==> config.mk <==
export PLATFORM = sky130hd
export DESIGN_NAME = pll_rst_seq
export DESIGN_NICKNAME = d
export VERILOG_FILES = /design/src/rtl/pll_rst_seq_pkg.sv /design/src/rtl/pll_lock_sync.sv /design/src/rtl/pll_rst_seq.sv
export SDC_FILE = /design/constraint.sdc
export NUM_CORES = 1
export LEC_CHECK = 0
export CAP_MARGIN = 20
export CORE_ASPECT_RATIO = 1.25
export CORE_UTILIZATION = 45
export CTS_BUF_LIST = sky130_fd_sc_hd__clkbuf_16
export CTS_CLUSTER_SIZE = 24
export DETAILED_ROUTE_END_ITERATION = 10
export PLACE_DENSITY = 0.67
export SETUP_SLACK_MARGIN = 0.4
export SYNTH_ARGS = -nofsm -noshare
export SYNTH_HDL_FRONTEND = slang
export SYNTH_SLANG_ARGS = --single-unit
==> constraint.sdc <==
create_clock -name init_clk -period 6.3 [get_ports init_clk]
set_clock_uncertainty 0.1 [all_clocks]
set_input_delay 1.26 -clock init_clk [delete_from_list [all_inputs] [get_ports init_clk]]
set_output_delay 1.26 -clock init_clk [all_outputs]
set_load 0.005 [all_outputs]
==> src/rtl/pll_rst_seq_pkg.sv <==
// Shared state encoding and default parameters for the PLL reset sequencer.
// Latency: n/a (types and constants only). Backpressure: n/a.
// Optional lock-loss filter is built in with PLL_RST_SEQ_LOSS_FILTER_EN.
package pll_rst_seq_pkg;

    typedef logic [2:0] pll_seq_state_t;

    localparam pll_seq_state_t ST_RESET_PLL = 3'd0;
    localparam pll_seq_state_t ST_WAIT_LOCK = 3'd1;
    localparam pll_seq_state_t ST_RELEASE   = 3'd2;
    localparam pll_seq_state_t ST_RUN       = 3'd3;
    localparam pll_seq_state_t ST_FAULT     = 3'd4;

    localparam int unsigned DEF_RST_CYCLES          = 16;
    localparam int unsigned DEF_LOCK_STABLE_CYCLES  = 1024;
    localparam int unsigned DEF_LOCK_TIMEOUT_CYCLES = 65536;
    localparam int unsigned DEF_N_DOMAINS           = 3;
    localparam int unsigned DEF_STAGGER_CYCLES      = 8;
    localparam int unsigned DEF_MAX_RETRY           = 3;
    localparam int unsigned DEF_LOSS_FILTER_CYCLES  = 4;

endpackage

==> src/rtl/pll_lock_sync.sv <==
// PLL lock 2-flop synchronizer with lock-loss detect (debounced with PLL_RST_SEQ_LOSS_FILTER_EN).
// Latency: lock_s is 2 cycles behind pll_lock; lock_lost is combinational from lock_s.
// Backpressure: none, free-running.
module pll_lock_sync
    import pll_rst_seq_pkg::*;
#(
    parameter int unsigned LOSS_FILTER_CYCLES = DEF_LOSS_FILTER_CYCLES
) (
    input  logic init_clk,
    input  logic reset,
    input  logic pll_lock,
    output logic lock_s,
    output logic lock_lost
);

`ifdef PLL_RST_SEQ_LOSS_FILTER_EN
    localparam bit FILTER_EN = 1'b1;
`else
    localparam bit FILTER_EN = 1'b0;
`endif

    // Unfiltered build is the degenerate one-cycle debounce.
    localparam int unsigned          LOSS_N  = FILTER_EN ? LOSS_FILTER_CYCLES : 1;
    localparam int unsigned          LW      = $clog2(LOSS_N + 1);
    localparam logic [LW-1:0]        LOW_MAX = LW'(LOSS_N - 1);

    logic          meta_q, meta_d;
    logic          sync_q, sync_d;
    logic [LW-1:0] low_cnt_q, low_cnt_d;

    always_comb begin
        meta_d    = pll_lock;
        sync_d    = meta_q;
        low_cnt_d = low_cnt_q;
        if (sync_q) begin
            low_cnt_d = '0;
        end else if (low_cnt_q != LOW_MAX) begin
            low_cnt_d = low_cnt_q + 1'b1;
        end
    end

    always_ff @(posedge init_clk) begin
        if (reset) begin
            meta_q    <= 1'b0;
            sync_q    <= 1'b0;
            low_cnt_q <= '0;
        end else begin
            meta_q    <= meta_d;
            sync_q    <= sync_d;
            low_cnt_q <= low_cnt_d;
        end
    end

    assign lock_s    = sync_q;
    assign lock_lost = ~sync_q && (low_cnt_q == LOW_MAX);

endmodule

==> src/rtl/pll_rst_seq.sv <==
// PLL reset sequencer: pulses pll_rst, waits for stable lock, releases domain resets staggered.
// Latency: all outputs registered; lock loss reasserts rst_out 3 cycles after pll_lock falls.
// Backpressure: none; bounded retries end in a sticky fault (PLL_RST_SEQ_LOSS_FILTER_EN adds loss debounce).
module pll_rst_seq
    import pll_rst_seq_pkg::*;
#(
    parameter int unsigned RST_CYCLES          = DEF_RST_CYCLES,
    parameter int unsigned LOCK_STABLE_CYCLES  = DEF_LOCK_STABLE_CYCLES,
    parameter int unsigned LOCK_TIMEOUT_CYCLES = DEF_LOCK_TIMEOUT_CYCLES,
    parameter int unsigned N_DOMAINS           = DEF_N_DOMAINS,
    parameter int unsigned STAGGER_CYCLES      = DEF_STAGGER_CYCLES,
    parameter int unsigned MAX_RETRY           = DEF_MAX_RETRY,
    parameter int unsigned LOSS_FILTER_CYCLES  = DEF_LOSS_FILTER_CYCLES
) (
    input  logic                               init_clk,
    input  logic                               reset,
    input  logic                               pll_lock,
    output logic                               pll_rst,
    output logic [N_DOMAINS-1:0]               rst_out,
    output logic                               locked,
    output logic                               fault,
    output logic [$clog2(MAX_RETRY+1)-1:0]     fail_cnt
);

    localparam int unsigned FW  = $clog2(MAX_RETRY + 1);
    localparam int unsigned RW  = $clog2(RST_CYCLES + 1);
    localparam int unsigned SW  = $clog2(LOCK_STABLE_CYCLES + 1);
    localparam int unsigned TW  = $clog2(LOCK_TIMEOUT_CYCLES + 1);
    localparam int unsigned GW  = $clog2((N_DOMAINS - 1) * STAGGER_CYCLES + 2);

    localparam logic [RW-1:0] RST_LAST  = RW'(RST_CYCLES - 1);
    localparam logic [SW-1:0] STABLE_N  = SW'(LOCK_STABLE_CYCLES);
    localparam logic [TW-1:0] TMO_LAST  = TW'(LOCK_TIMEOUT_CYCLES - 1);
    localparam logic [GW-1:0] REL_LAST  = GW'((N_DOMAINS - 1) * STAGGER_CYCLES);
    localparam logic [FW-1:0] FAIL_MAX  = FW'(MAX_RETRY);

    pll_seq_state_t         state_q, state_d;
    logic                   pll_rst_q, pll_rst_d;
    logic [N_DOMAINS-1:0]   rst_out_q, rst_out_d;
    logic                   locked_q, locked_d;
    logic                   fault_q, fault_d;
    logic [FW-1:0]          fail_cnt_q, fail_cnt_d;
    logic [RW-1:0]          rst_cnt_q, rst_cnt_d;
    logic [SW-1:0]          stable_q, stable_d;
    logic [TW-1:0]          tmo_q, tmo_d;
    logic [GW-1:0]          rel_q, rel_d;
    logic                   lock_s;
    logic                   lock_lost;

    pll_lock_sync #(
        .LOSS_FILTER_CYCLES (LOSS_FILTER_CYCLES)
    ) u_lock_sync (
        .init_clk  (init_clk),
        .reset     (reset),
        .pll_lock  (pll_lock),
        .lock_s    (lock_s),
        .lock_lost (lock_lost)
    );

    always_comb begin
        state_d    = state_q;
        pll_rst_d  = pll_rst_q;
        rst_out_d  = rst_out_q;
        locked_d   = locked_q;
        fault_d    = fault_q;
        fail_cnt_d = fail_cnt_q;
        rst_cnt_d  = '0;
        stable_d   = '0;
        tmo_d      = '0;
        rel_d      = '0;
        case (state_q)
            ST_RESET_PLL: begin
                pll_rst_d = 1'b1;
                rst_out_d = '1;
                locked_d  = 1'b0;
                rst_cnt_d = rst_cnt_q + 1'b1;
                if (rst_cnt_q == RST_LAST) begin
                    state_d   = ST_WAIT_LOCK;
                    pll_rst_d = 1'b0;
                    rst_cnt_d = '0;
                end
            end
            ST_WAIT_LOCK: begin
                tmo_d    = tmo_q + 1'b1;
                stable_d = lock_s ? stable_q + 1'b1 : '0;
                // Stable completion is checked first so it wins a same-cycle tie.
                if (stable_q == STABLE_N) begin
                    state_d      = ST_RELEASE;
                    rst_out_d[0] = 1'b0;
                    stable_d     = '0;
                    tmo_d        = '0;
                end else if (tmo_q == TMO_LAST) begin
                    fail_cnt_d = fail_cnt_q + 1'b1;
                    pll_rst_d  = 1'b1;
                    stable_d   = '0;
                    tmo_d      = '0;
                    if (fail_cnt_d == FAIL_MAX) begin
                        state_d = ST_FAULT;
                        fault_d = 1'b1;
                    end else begin
                        state_d = ST_RESET_PLL;
                    end
                end
            end
            ST_RELEASE: begin
                rel_d = rel_q + 1'b1;
                for (int i = 1; i < int'(N_DOMAINS); i++) begin
                    if (int'(rel_q) + 1 == i * int'(STAGGER_CYCLES)) begin
                        rst_out_d[i] = 1'b0;
                    end
                end
                if (rel_q == REL_LAST) begin
                    state_d  = ST_RUN;
                    locked_d = 1'b1;
                    rel_d    = '0;
                end
            end
            ST_RUN: begin
                fail_cnt_d = '0;
            end
            ST_FAULT: begin
                pll_rst_d = 1'b1;
                rst_out_d = '1;
                locked_d  = 1'b0;
                fault_d   = 1'b1;
            end
            default: begin
                state_d   = ST_RESET_PLL;
                pll_rst_d = 1'b1;
                rst_out_d = '1;
                locked_d  = 1'b0;
            end
        endcase

        // Loss overrides any release progress; the retry budget is left untouched.
        if ((state_q == ST_RELEASE || state_q == ST_RUN) && lock_lost) begin
            state_d    = ST_RESET_PLL;
            pll_rst_d  = 1'b1;
            rst_out_d  = '1;
            locked_d   = 1'b0;
            fail_cnt_d = fail_cnt_q;
            rel_d      = '0;
        end
    end

    always_ff @(posedge init_clk) begin
        if (reset) begin
            state_q    <= ST_RESET_PLL;
            pll_rst_q  <= 1'b1;
            rst_out_q  <= '1;
            locked_q   <= 1'b0;
            fault_q    <= 1'b0;
            fail_cnt_q <= '0;
            rst_cnt_q  <= '0;
            stable_q   <= '0;
            tmo_q      <= '0;
            rel_q      <= '0;
        end else begin
            state_q    <= state_d;
            pll_rst_q  <= pll_rst_d;
            rst_out_q  <= rst_out_d;
            locked_q   <= locked_d;
            fault_q    <= fault_d;
            fail_cnt_q <= fail_cnt_d;
            rst_cnt_q  <= rst_cnt_d;
            stable_q   <= stable_d;
            tmo_q      <= tmo_d;
            rel_q      <= rel_d;
        end
    end

    assign pll_rst  = pll_rst_q;
    assign rst_out  = rst_out_q;
    assign locked   = locked_q;
    assign fault    = fault_q;
    assign fail_cnt = fail_cnt_q;

endmodule

==> summary.md, run 1 <==
| Metric | Value |
|---|---|
| Vias in the first global route | around 1,500 |
| Syn Area/Cell | about 9 um^2 |
| Worst hold path class | flip-flop to flip-flop |
| Die width | ~65 um |
| Drc violations | 0 |
| Worst setup SP type | input pin |
| Setup CP Type | input pin to flip-flop |
| Clk sink count | between 50 and 60 |
| Clk slew on worst S/H paths | approximately 0.060 ns |
| CTS tree | yes |
| Postcts setup bufs | 0 |
| DR WL/cell | roughly 12 um |
| FP Rows | 28 |
| Initial antenna violation count | 0 |
| Fin crit share | 0.438 |
| Core area | roughly 4800 um^2 |
| Post-Synth Simple-Gate Area | 0.282 |
| First drt pass iteration count | 4 |
| Setup TNS | 0 ns |
| Area Overhead vs Synth | 13.4% |
| Share of Yosys cell area claimed by the top area cell type | 0.460 |
| Outcome | finished, final reports clean |
| Initial core utilization | 0.472 |
| Vias post-DR | roughly 1,700 |
| Synth Area in XOR/XNOR | 0.104 |
| Die area | between 5000 and 6000 um^2 |
| Max-slew violations | 0 |
| Asr flop ratio synth | 0 |
| Total power | approximately 0.00064 W |
| Post-synthesis mux area share | 0.00995 |
| Post-synthesis compound-gate area fraction | 0.0486 |
| Main combinational cell family by area after synthesis | simple AND/OR/NAND/NOR gates |
| Yosys warnings | 0 |
| Relative slew slack | 0.632 |
| Leakage | about 0.86 nW |
| Final Critical Period | between 2 and 3 ns |
| GR Util All Layers | 0.159 |
| Max_cap viols | 0 |
| Buffers on Ports | 10 |
| Dpl ws | between 3 and 4 ns |
| Sw frac | 0.185 |
| Maximum clock rate | between 300 and 400 MHz |
| Logic gate share of total power | 0.012 |
| Cell taking the most area after synthesis | dfxtp_1 |
| Switching power | 0.000118 W |
| Detail Route Antenna Nets | 0 |
| TritonCTS Buffers | 5 |
| CTS root buf | clkbuf_16 |
| Skew-Pair Late Insertion Delay | 0.29 ns |
| CP required | between 6 and 7 ns |
| PD cells | 248 nW/um^2 |
| CP max FO | 12 |
| Vias per std cell | roughly 5.1 |
| Data arrival, critical path | around 2.8 ns |
| Post-synthesis adder-cell area fraction | 0.0498 |
| Post-Syn Nets | about 270 |
| Synth cell types | 42 |
| Initial drt markers | a little under 50 |
| Final setup fails | 0 |
| Seq pwr share | 0.522 |
| Final hold slack | between 0.3 and 0.4 ns |
| Worst-case clock buffer depth | 2 |
| Largest net degree at the start of global routing | 17 |
| Clock group share of total power | 0.466 |
| Top cells by area, synth | dfxtp_1 (46%), nor2_1 (7.6%), xnor2_1 (6.6%), ha_1 (5.0%), xor2_1 (3.9%) |
| Post-Syn Area | between 2000 and 2500 um^2 |
| Synth Register Bits | 52 |
| Register area share after synthesis | 0.460 |
| H-tree Lvls | 2 |
| Main synth FF type | dfxtp_1 |
| Die height | approximately 80 um |
| Grt ovf | 0 |
| Layout cells sized above 1 | 0.0526 |
| Worst slew pin tran | between 0.5 and 0.6 ns |
| First-pass GRT wire length | around 6600 um |
| Maximum VDD drop | around 0.15 mV |
| Cells after Synth | ~250 |
| Internal Power | approximately 0.00052 W |
| Post-CTS Resized | 0 |
| Layout Nets | roughly 280 |
| CP endpoint kind | flip-flop |
| N_diodes | 0 |
| Hold Vio Cnt, Final | 0 |
| GPL Wtd Cong | around 0.76 |
| Io pins | 11 |
| Worst setup margin | between 3 and 4 ns |
| Detail Placement HPWL | 2630 um |
| Number of hold buffers added after CTS | 0 |
| Total routed wirelength | 3770 um |
| RSZ-0062 raised after global routing | false |
| Number of synthesized flops with an enable pin | 0 |
## worst paths after layout
| kind | to | depth (start not counted) | startpoint | slack (ns) |
|---|---|---|---|---|
| max reg2reg | stable_q[3] | 8 | tmo_q[0] | 3.87 |
| max | rst_out[1] | 4 | reset | 3.54 |
| min reg2reg | u_lock_sync.lock_s | 1 | u_lock_sync.meta_q | 0.34 |
| min | u_lock_sync.lock_s | 1 | u_lock_sync.meta_q | 0.34 |
## cells in the final DEF, fill, tap and decap left out, types with 2 or more instances in the layout
master / netlist / layout
a21oi_1: 8 / 8
and3_1: 3 / 3
and4_1: 2 / 2
clkbuf_16: 0 / 5
clkdlybuf4s50_1: 0 / 10
clkinv_1: 0 / 2
dfxtp_1: 52 / 52
ha_1: 9 / 9
inv_1: 17 / 17
mux2_2: 2 / 2
nand2_1: 14 / 14
nand3_1: 13 / 13
nand3b_1: 2 / 2
nand4_1: 5 / 5
nor2_1: 46 / 46
nor2b_1: 6 / 6
nor3_1: 8 / 8
nor3b_1: 3 / 3
nor4_1: 4 / 4
o21ai_0: 4 / 4
or3_1: 4 / 4
xnor2_1: 17 / 17
xor2_1: 10 / 10
## routing by layer
metal,vias to the layer above,track usage,part of all wire
li1,878,-,-
met1,773,0.203,0.49
met2,13,0.257,0.47
met3,6,0.0393,0.022
met4,0,0.0609,0.015
met5,-,0,0
## cell usage after synthesis (2+ instances only)
cell type and instances:
dfxtp_1 52, nor2_1 46, inv_1 17, xnor2_1 17, nand2_1 14, nand3_1 13
xor2_1 10, ha_1 9, a21oi_1 8, nor3_1 8, nor2b_1 6, nand4_1 5
nor4_1 4, o21ai_0 4, or3_1 4, and3_1 3, nor3b_1 3, and4_1 2
buf_6 2, clkbuf_1 2, mux2_2 2, nand3b_1 2
## cells by family (layout without fill, tap and decap cells)
kind of cell             Yosys count  after routing
AO/OA/AOI/OAI                     18             18
XOR/XNOR                          27             27
adder cells (fa/ha/maj)            9              9
buffers and inverters             22             35
flip-flops                        52             52
multiplexers                       2              2
other                              1              1
AND/OR/NAND/NOR                  122            122
## layout make-up
| cell class | instances | area [um^2] |
|---|---|---|
| Multi-Input combinational cell | 179 | 1120 |
| Sequential cell | 52 | 1040 |
| Tap cell | 60 | 75.1 |
| Inverter | 17 | 63.8 |
| Clock inverter | 3 | 37.5 |
| Timing Repair Buffer | 10 | 100 |
| Clock buffer | 5 | 125 |
| Fill cell | 447 | 2230 |
## state kept, by name (all words and copies together), names as in the netlist
register and cells:
rel_q 5, locked 1, tmo_q 17, state_q 3, rst_cnt_q 5, stable_q 11
u_lock_sync.lock_s 1, u_lock_sync.low_cnt_q 1, fail_cnt 2, u_lock_sync.meta_q 1, fault 1, pll_rst 1
rst_out 3
## stage by stage
stage	util	instance area [um^2]	std cells
finish	0.535	2570	326
global route	0.535	2570	326
CTS	0.535	2570	326
detailed placement	0.501	2400	318
global placement	0.501	2400	318
floorplan	-	2260	253
## worst max-delay path, cell delays in order
cell and delay [ns]:
clkdlybuf4s50_1 0.64, a211oi_1 0.59, o21a_1 0.25, o21ai_0 0.09
## power by group through the flow
stage	Sequential, W	Clock, W	Combinational (W)
finish	0.000333	0.000297	0.00000756
global route	0.000333	0.000319	0.00000871
CTS	0.000333	0.000305	0.00000774
detailed placement	0.000340	0	0.00000776
global placement	0.000340	0	0.00000723
floorplan	0.000340	0	0.00000516
No activity file was read; power rests on OpenSTA's default activity.
==> inputs of run 2 (changes only) <==
--- a/config.mk
+++ b/config.mk
@@ -11,7 +11,7 @@
 export CTS_BUF_LIST = sky130_fd_sc_hd__clkbuf_16
 export CTS_CLUSTER_SIZE = 24
 export DETAILED_ROUTE_END_ITERATION = 10
-export PLACE_DENSITY = 0.67
+export PLACE_DENSITY = 0.7
 export SETUP_SLACK_MARGIN = 0.4
 export SYNTH_ARGS = -nofsm -noshare
 export SYNTH_HDL_FRONTEND = slang
==> constraint.sdc (replaced) <==
create_clock -name init_clk -period 2.4 [get_ports init_clk]
set_clock_uncertainty 0.1 [all_clocks]
set_input_delay 0.48 -clock init_clk [delete_from_list [all_inputs] [get_ports init_clk]]
set_output_delay 0.48 -clock init_clk [all_outputs]
set_load 0.005 [all_outputs]
==> run 2 against run 1 <==
Total power grew 140%. Setup slack lost 3.2 ns. Sequential power grew to 2.6 times the previous value. Non-clock buffer count grew 19. Routed wire length grew 8.8%. Core utilization grew 4.3 points. Hold slack gained 0.0037 ns. Global-route usage grew 1.9 points. Critical path depth grew 5. First-iteration DRC count shrank 27%. Register-to-register slack lost 3.5 ns. Clock power grew 120%. Largest cell class unchanged.
==> summary.md, run 2 (synthesis results as in run 1) <==
| Metric | Value |
|---|---|
| Area Overhead vs Synth | 22.5% |
| Commonest non-fill, non-tap cell in the layout | dfxtp_1 |
| Core area | 4800 um^2 (unchanged) |
| Worst-case clock buffer depth | 2 (unchanged) |
| CTS tree | yes |
| Final hold slack | 0.348 ns (+0.00371 ns) |
| First drt pass iteration count | 4 (unchanged) |
| Vias in the first global route | 1,725 (+12%) |
| Final Critical Period | around 2.1 ns |
| Fin crit share | 0.867 |
| CP required | 2.52 ns (-3.85 ns) |
| Max_cap viols | 0 (unchanged) |
| Vias per std cell | 5.05 (-1.5%) |
| Logic gate share of total power | 0.014 (+0.002) |
| Io pins | 11 (unchanged) |
| Largest regs | tmo_q (17), stable_q (11) |
| Vias post-DR | 1,736 (+4.0%) |
| Layout Nets | 296 (+6.9%) |
| Leakage | 0.960 nW (+12%) |
| Initial core utilization | 0.472 (unchanged) |
| GR Util All Layers | 0.178 (+0.0192) |
| Maximum clock rate | between 400 and 500 MHz |
| Final instance area | 2770 um^2 (+8.0%) |
| Grt ovf | 0 (unchanged) |
| Max reg flops | 17 (unchanged) |
| Switching power | 0.000301 W (+160%) |
| Drc violations | 0 (unchanged) |
| Die area | 5320 um^2 (unchanged) |
| Clk slew on worst S/H paths | 0.06 ns (about the same) |
| CTS root buf | clkbuf_16 |
| Setup CP Type | flip-flop to flip-flop |
| GPL Wtd Cong | 0.771 (+1.8%) |
| Buffers on Ports | 10 (unchanged) |
| Skew-Pair Late Insertion Delay | 0.28 ns (about the same) |
| First-pass GRT wire length | 7330 um (+11%) |
| Detail Placement HPWL | 2710 um (+2.9%) |
| Die height | 81.3 um (unchanged) |
| DR WL/cell | 11.9 um (+3.1%) |
| Number of hold buffers added after CTS | 0 (unchanged) |
| Data arrival, critical path | 2.20 ns (-0.63 ns) |
| Worst hold path class | flip-flop to flip-flop |
| RSZ-0062 raised after global routing | true |
| Initial drt markers | 36 (-27%) |
| Outcome | finished, final reports clean |
| Layout cells sized above 1 | 0.176 (+0.123) |
| Internal Power | 0.00126 W (+140%) |
| Area after DPL | 2460 um^2 (+2.3%) |
| Fill count | 405 (-9.4%) |
| PD cells | 561 nW/um^2 (+130%) |
| CP max FO | 6 (-6) |
| Clk sink count | 52 (unchanged) |
| Largest net degree at the start of global routing | 17 (unchanged) |
| TritonCTS Buffers | 5 (unchanged) |
| FP Rows | 28 (unchanged) |
| Max-slew violations | 0 (unchanged) |
| Sw frac | 0.193 (+0.00866) |
| Hold Vio Cnt, Final | 0 (unchanged) |
| CP endpoint kind | flip-flop |
| Commonest non-fill, non-tap cells in the layout | dfxtp_1 (46), nor2_1 (42), inv_1 (18) |
| Clock group share of total power | 0.425 (-0.041) |
| Register bank with the most flops | tmo_q |
| Maximum VDD drop | 0.318 mV (+120%) |
| Die width | 65.4 um (unchanged) |
| Detail Route Antenna Nets | 0 (unchanged) |
| Setup TNS | 0 ns (unchanged) |
| Seq pwr share | 0.561 (+0.039) |
| Initial antenna violation count | 0 (unchanged) |
| Worst setup SP type | flip-flop |
| Final setup fails | 0 (unchanged) |
| H-tree Lvls | 2 (unchanged) |
| N_diodes | 0 (unchanged) |
| Total routed wirelength | 4100 um (+8.8%) |
[run 2: cell types whose count changed in the layout (fill, tap and decap cells not counted), sizes merged]
cell    delta
buf       +19
bufinv     -1
clkinv     -1
inv        +1
[run 2: through the flow]
stage	worst slack (ns)	std cells	util	total power [W]
2_1_floorplan	0.408	253	-	0.000906
3_3_place_gp	0.278	323	0.512	0.000915
3_5_place_dp	0.194	323	0.512	0.000916
4_1_cts	0.343	344	0.571	0.00158
5_1_grt	0.267	344	0.578	0.00161
6_report	0.320	344	0.578	0.00156
[run 2: power groups by stage]
stage | clock network [W] | registers (W) | logic (W)
after floorplan | 0 | 0.000892 | 0.0000135
after global placement | 0 | 0.000893 | 0.0000220
after detailed placement | 0 | 0.000893 | 0.0000226
after CTS | 0.000680 | 0.000872 | 0.0000228
after global routing | 0.000707 | 0.000873 | 0.0000255
final | 0.000661 | 0.000872 | 0.0000225
[run 2: path summary, 6_finish.rpt]
path | from | endpoint | slack, ns | cells after the start
hold / removal | rst_cnt_q[0] | rst_cnt_q[0] | 0.35 | 1
setup reg to reg | tmo_q[0] | stable_q[7] | 0.32 | 9
hold reg to reg | rst_cnt_q[0] | rst_cnt_q[0] | 0.35 | 1
setup / recovery | tmo_q[0] | stable_q[7] | 0.32 | 9
[run 2: final cells by class]
cell class | instances | area (um^2) | share of cell area
Multi-Input combinational cell | 179 | 1200 | 0.432
Sequential cell | 52 | 1050 | 0.379
Timing Repair Buffer | 29 | 250 | 0.0903
Clock buffer | 5 | 125 | 0.0451
Tap cell | 60 | 75.1 | 0.0271
Inverter | 17 | 63.8 | 0.0230
Clock inverter | 2 | 8.76 | 0.00316
[run 2: routing by layer]
| metal | vias to the layer above | track usage | wire, um | part of all wire |
|---|---|---|---|---|
| met5 | - | 0 | 0 | 0 |
| met4 | 0 | 0.0717 | 44 | 0.011 |
| met3 | 4 | 0.0295 | 95 | 0.023 |
| met2 | 22 | 0.313 | 2080 | 0.51 |
| met1 | 799 | 0.214 | 1890 | 0.46 |
| li1 | 911 | - | - | - |
[run 2: worst max-delay path, cell delays in order, from the launching register on]
cell     delay (ns)
dfxtp_2        0.34
ha_4           0.16
nand4_1        0.13
nor4_4         0.05
ha_2           0.21
or4b_4         0.51
nor2_4         0.15
nand3_2        0.12
buf_6          0.16
nor2_1         0.09
[run 2: repair_timing]
action,CTS,global route
gates resized for setup,14,8
setup buffers,13,0
endpoints found under the setup margin,33,37
pin swaps,9,3
gates cloned,1,0
==> inputs of run 3 (changes only) <==
--- a/config.mk
+++ b/config.mk
@@ -15,4 +15,6 @@
 export SETUP_SLACK_MARGIN = 0.4
 export SYNTH_ARGS = -nofsm -noshare
 export SYNTH_HDL_FRONTEND = slang
+export SYNTH_HIERARCHICAL = 1
 export SYNTH_SLANG_ARGS = --single-unit
+export TNS_END_PERCENT = 30
==> run 3 against run 2 <==
Final cell count decreased by 1.7%. Sequential share of layout area decreased by 0.43 points. Fmax decreased by 1.4%. Count of clock-buffer cells in the layout unchanged. Routed wire length decreased by 0.66%. Largest cell class unchanged. Highest routed layer unchanged.
==> summary.md, run 3 <==
| Metric | Value |
|---|---|
| Outcome | finished, final reports clean |
| Top cells by area, synth | dfxtp_1 (45%), nor2_1 (8.6%), xnor2_1 (6.1%), ha_1 (4.9%), xor2_1 (4.6%) |
| Largest net degree at the start of global routing | 18 (+1) |
| Vias per std cell | 5.20 (+3.0%) |
| Register bank with the most flops | tmo_q |
| Initial core utilization | 0.476 (+0.00435) |
| Synth Register Bits | 52 (unchanged) |
| Clk slew on worst S/H paths | 0.06 ns (about the same) |
| Initial antenna violation count | 0 (unchanged) |
| Largest regs | tmo_q (17), stable_q (11) |
| H-tree Lvls | 2 (unchanged) |
| DR WL/cell | 12.1 um (+1.1%) |
| Yosys warnings | 6 (+6) |
| Layout cells sized above 1 | 0.162 (-0.0142) |
| GPL Wtd Cong | 0.774 (+0.47%) |
| PD cells | 558 nW/um^2 (-0.61%) |
| Main synth FF type | dfxtp_1 |
| Data arrival, critical path | 2.24 ns (+0.04 ns) |
| Die width | 66.0 um (+0.79%) |
| Die height | 81.9 um (+0.81%) |
| First-pass GRT wire length | 6920 um (-5.6%) |
| Final Critical Period | 2.11 ns (+0.0293 ns) |
| Max_cap viols | 0 (unchanged) |
| Drc violations | 0 (unchanged) |
| Post-Syn Nets | 263 (-0.75%) |
| Relative slew slack | 0.665 |
| First drt pass iteration count | 4 (unchanged) |
| Grt ovf | 0 (unchanged) |
| Maximum VDD drop | 0.292 mV (-8.2%) |
| CP max stage cell | dfxtp_4 |
| Fin crit share | 0.879 (+0.0122) |
| Dpl ws | 0.0582 ns (-0.136 ns) |
| GR Util All Layers | 0.165 (-0.0129) |
| Worst setup SP type | flip-flop |
| Worst hold path class | flip-flop to flip-flop |
| Hold Vio Cnt, Final | 0 (unchanged) |
| FP Rows | 28 (unchanged) |
| Post-Syn Area | 2300 um^2 (+1.7%) |
| Area after DPL | 2530 um^2 (+2.9%) |
| Final setup fails | 0 (unchanged) |
| Syn Area/Cell | 9.17 um^2 (+2.5%) |
| Layout Nets | 289 (-2.4%) |
| Cell taking the most area after synthesis | dfxtp_1 |
| Max-slew violations | 0 (unchanged) |
| Setup CP Type | flip-flop to flip-flop |
| Vias in the first global route | 1,610 (-6.7%) |
| Worst slew pin tran | 0.502 ns |
| Max reg flops | 17 (unchanged) |
| N_diodes | 0 (unchanged) |
| Synth cell types | 41 (-2.4%) |
| Share of Yosys cell area claimed by the top area cell type | 0.452 (-0.00750) |
| Detail Placement HPWL | 2790 um (+3.1%) |
| Fill count | 439 (+8.4%) |
| Area Overhead vs Synth | 22.2% |
| Commonest non-fill, non-tap cell in the layout | nor2_1 |
| Detail Route Antenna Nets | 0 (unchanged) |
| Commonest non-fill, non-tap cells in the layout | nor2_1 (52), dfxtp_1 (46), inv_1 (17) |
| CP max stage delay | 0.37 ns (-0.14 ns) |
| Skew-Pair Late Insertion Delay | 0.28 ns (about the same) |
| Post-synth top cells | nor2_1 (53), dfxtp_1 (52), inv_1 (16), xnor2_1 (16), nand2_1 (15) |
| RSZ-0062 raised after global routing | true |
| CTS root buf | clkbuf_16 |
| CP required | 2.53 ns (about the same) |
| TritonCTS Buffers | 5 (unchanged) |
| CTS tree | yes |
| Number of hold buffers added after CTS | 0 (unchanged) |
| Setup TNS | 0 ns (unchanged) |
| CP endpoint kind | flip-flop |
| Io pins | 11 (unchanged) |
| Most frequent CP cell | ha_4 |
| Vias post-DR | 1,757 (+1.2%) |
| Maximum clock rate | 474 MHz (-1.4%) |
| Final instance area | 2810 um^2 (+1.4%) |
| Asr flop ratio synth | 0 (unchanged) |
| Die area | 5400 um^2 (+1.6%) |
| Worst setup margin | 0.291 ns (-0.0293 ns) |
| CP cell instances | ha_4 -> nand3_4 -> nor4_4 -> and2_4 -> ha_4 -> nand4bb_4 -> a31oi_4 -> mux2_4 -> nor2_4 |
| Register area share after synthesis | 0.452 (-0.00750) |
| Total routed wirelength | 4080 um (-0.66%) |
| Initial drt markers | 94 (+160%) |
| Worst-case clock buffer depth | 2 (unchanged) |
| Cells after Synth | 251 (-0.79%) |
| Leakage | 0.989 nW (+3.1%) |
| Core area | 4830 um^2 (+0.73%) |
| Buffers on Ports | 10 (unchanged) |
| Number of synthesized flops with an enable pin | 0 (unchanged) |
| Count leader, synth | nor2_1 |
| Clk sink count | 52 (unchanged) |
| CP max FO | 4 (-2) |
## run 3: cell types whose count changed after synthesis, sizes merged, moves of 3 or more
cell | before | now
nor3 | 8 | 5
or3 | 4 | 0
nor2 | 47 | 54
a21oi | 8 | 3
nor3b | 3 | 0
## run 3: worst paths after layout
kind,from,to,slack (ns),cells after the start
setup / recovery,tmo_q[0],fail_cnt[1],0.29,9
hold / removal,u_lock_sync/meta_q,u_lock_sync/lock_s,0.35,1
setup reg to reg,tmo_q[0],fail_cnt[1],0.29,9
hold reg to reg,u_lock_sync/meta_q,u_lock_sync/lock_s,0.35,1
## run 3: metal layers
metal | up-vias | share of wire | global-route usage
met3 | 4 | 0.032 | 0.0389
met1 | 827 | 0.44 | 0.191
li1 | 893 | - | -
met2 | 33 | 0.52 | 0.296
met4 | 0 | 0.0061 | 0.0574
met5 | - | 0 | 0
## run 3: through the flow
| step | util | hold slack [ns] | std cells | power [W] |
|---|---|---|---|---|
| after detailed placement | 0.523 | 0.341 | 320 | 0.000915 |
| after global routing | 0.582 | 0.359 | 338 | 0.00162 |
| after CTS | 0.568 | 0.350 | 332 | 0.00159 |
| final | 0.582 | 0.346 | 338 | 0.00157 |
| after floorplan | - | 0.314 | 251 | 0.000904 |
| after global placement | 0.523 | 0.330 | 320 | 0.000914 |
## run 3: power breakdown
part / switching (W) / leakage (nW) / internal [W]
clock: 0.000295 / 0.0687 / 0.000379
sequential: 0.00000413 / 0.424 / 0.000867
combinational: 0.0000119 / 0.497 / 0.0000109
total: 0.000311 / 0.989 / 0.00126
## run 3: logic make-up (layout without fill, tap and decap cells)
| group | count (synthesis) | count (layout) | synth area share |
|---|---|---|---|
| buf+inv | 21 | 48 | 0.0424 |
| fa+ha+maj | 9 | 9 | 0.0489 |
| compound gates | 15 | 15 | 0.0511 |
| other cells | 1 | 1 | 0.00163 |
| flops | 52 | 52 | 0.452 |
| xor+xnor | 28 | 28 | 0.107 |
| mux | 4 | 4 | 0.0185 |
| simple gates | 121 | 121 | 0.278 |
## run 3: final cells by class
type / instances / area, um^2 / share of cell area
inverter: 16 / 60.1 / 0.0214
multi-input combinational: 178 / 1280 / 0.454
timing repair buffer: 24 / 205 / 0.0730
sequential: 52 / 1050 / 0.375
clock inverter: 3 / 15.0 / 0.00534
tap: 60 / 75.1 / 0.0267
clock buffer: 5 / 125 / 0.0445
## run 3: critical path: cells and delay by family, from the launching register on
family | cells | cell delay (ns)
AOI/OAI and AO/OA | 1 | 0.21
adders and majority gates | 2 | 0.28
DFF | 1 | 0.37
muxes | 1 | 0.33
and+or+nand+nor | 5 | 0.75
## run 3: what timing repair did
action                     CTS  global route
buffers inserted             4             6
resized for setup            8             4
setup endpoints to repair    4            16
pin swaps                    4             4
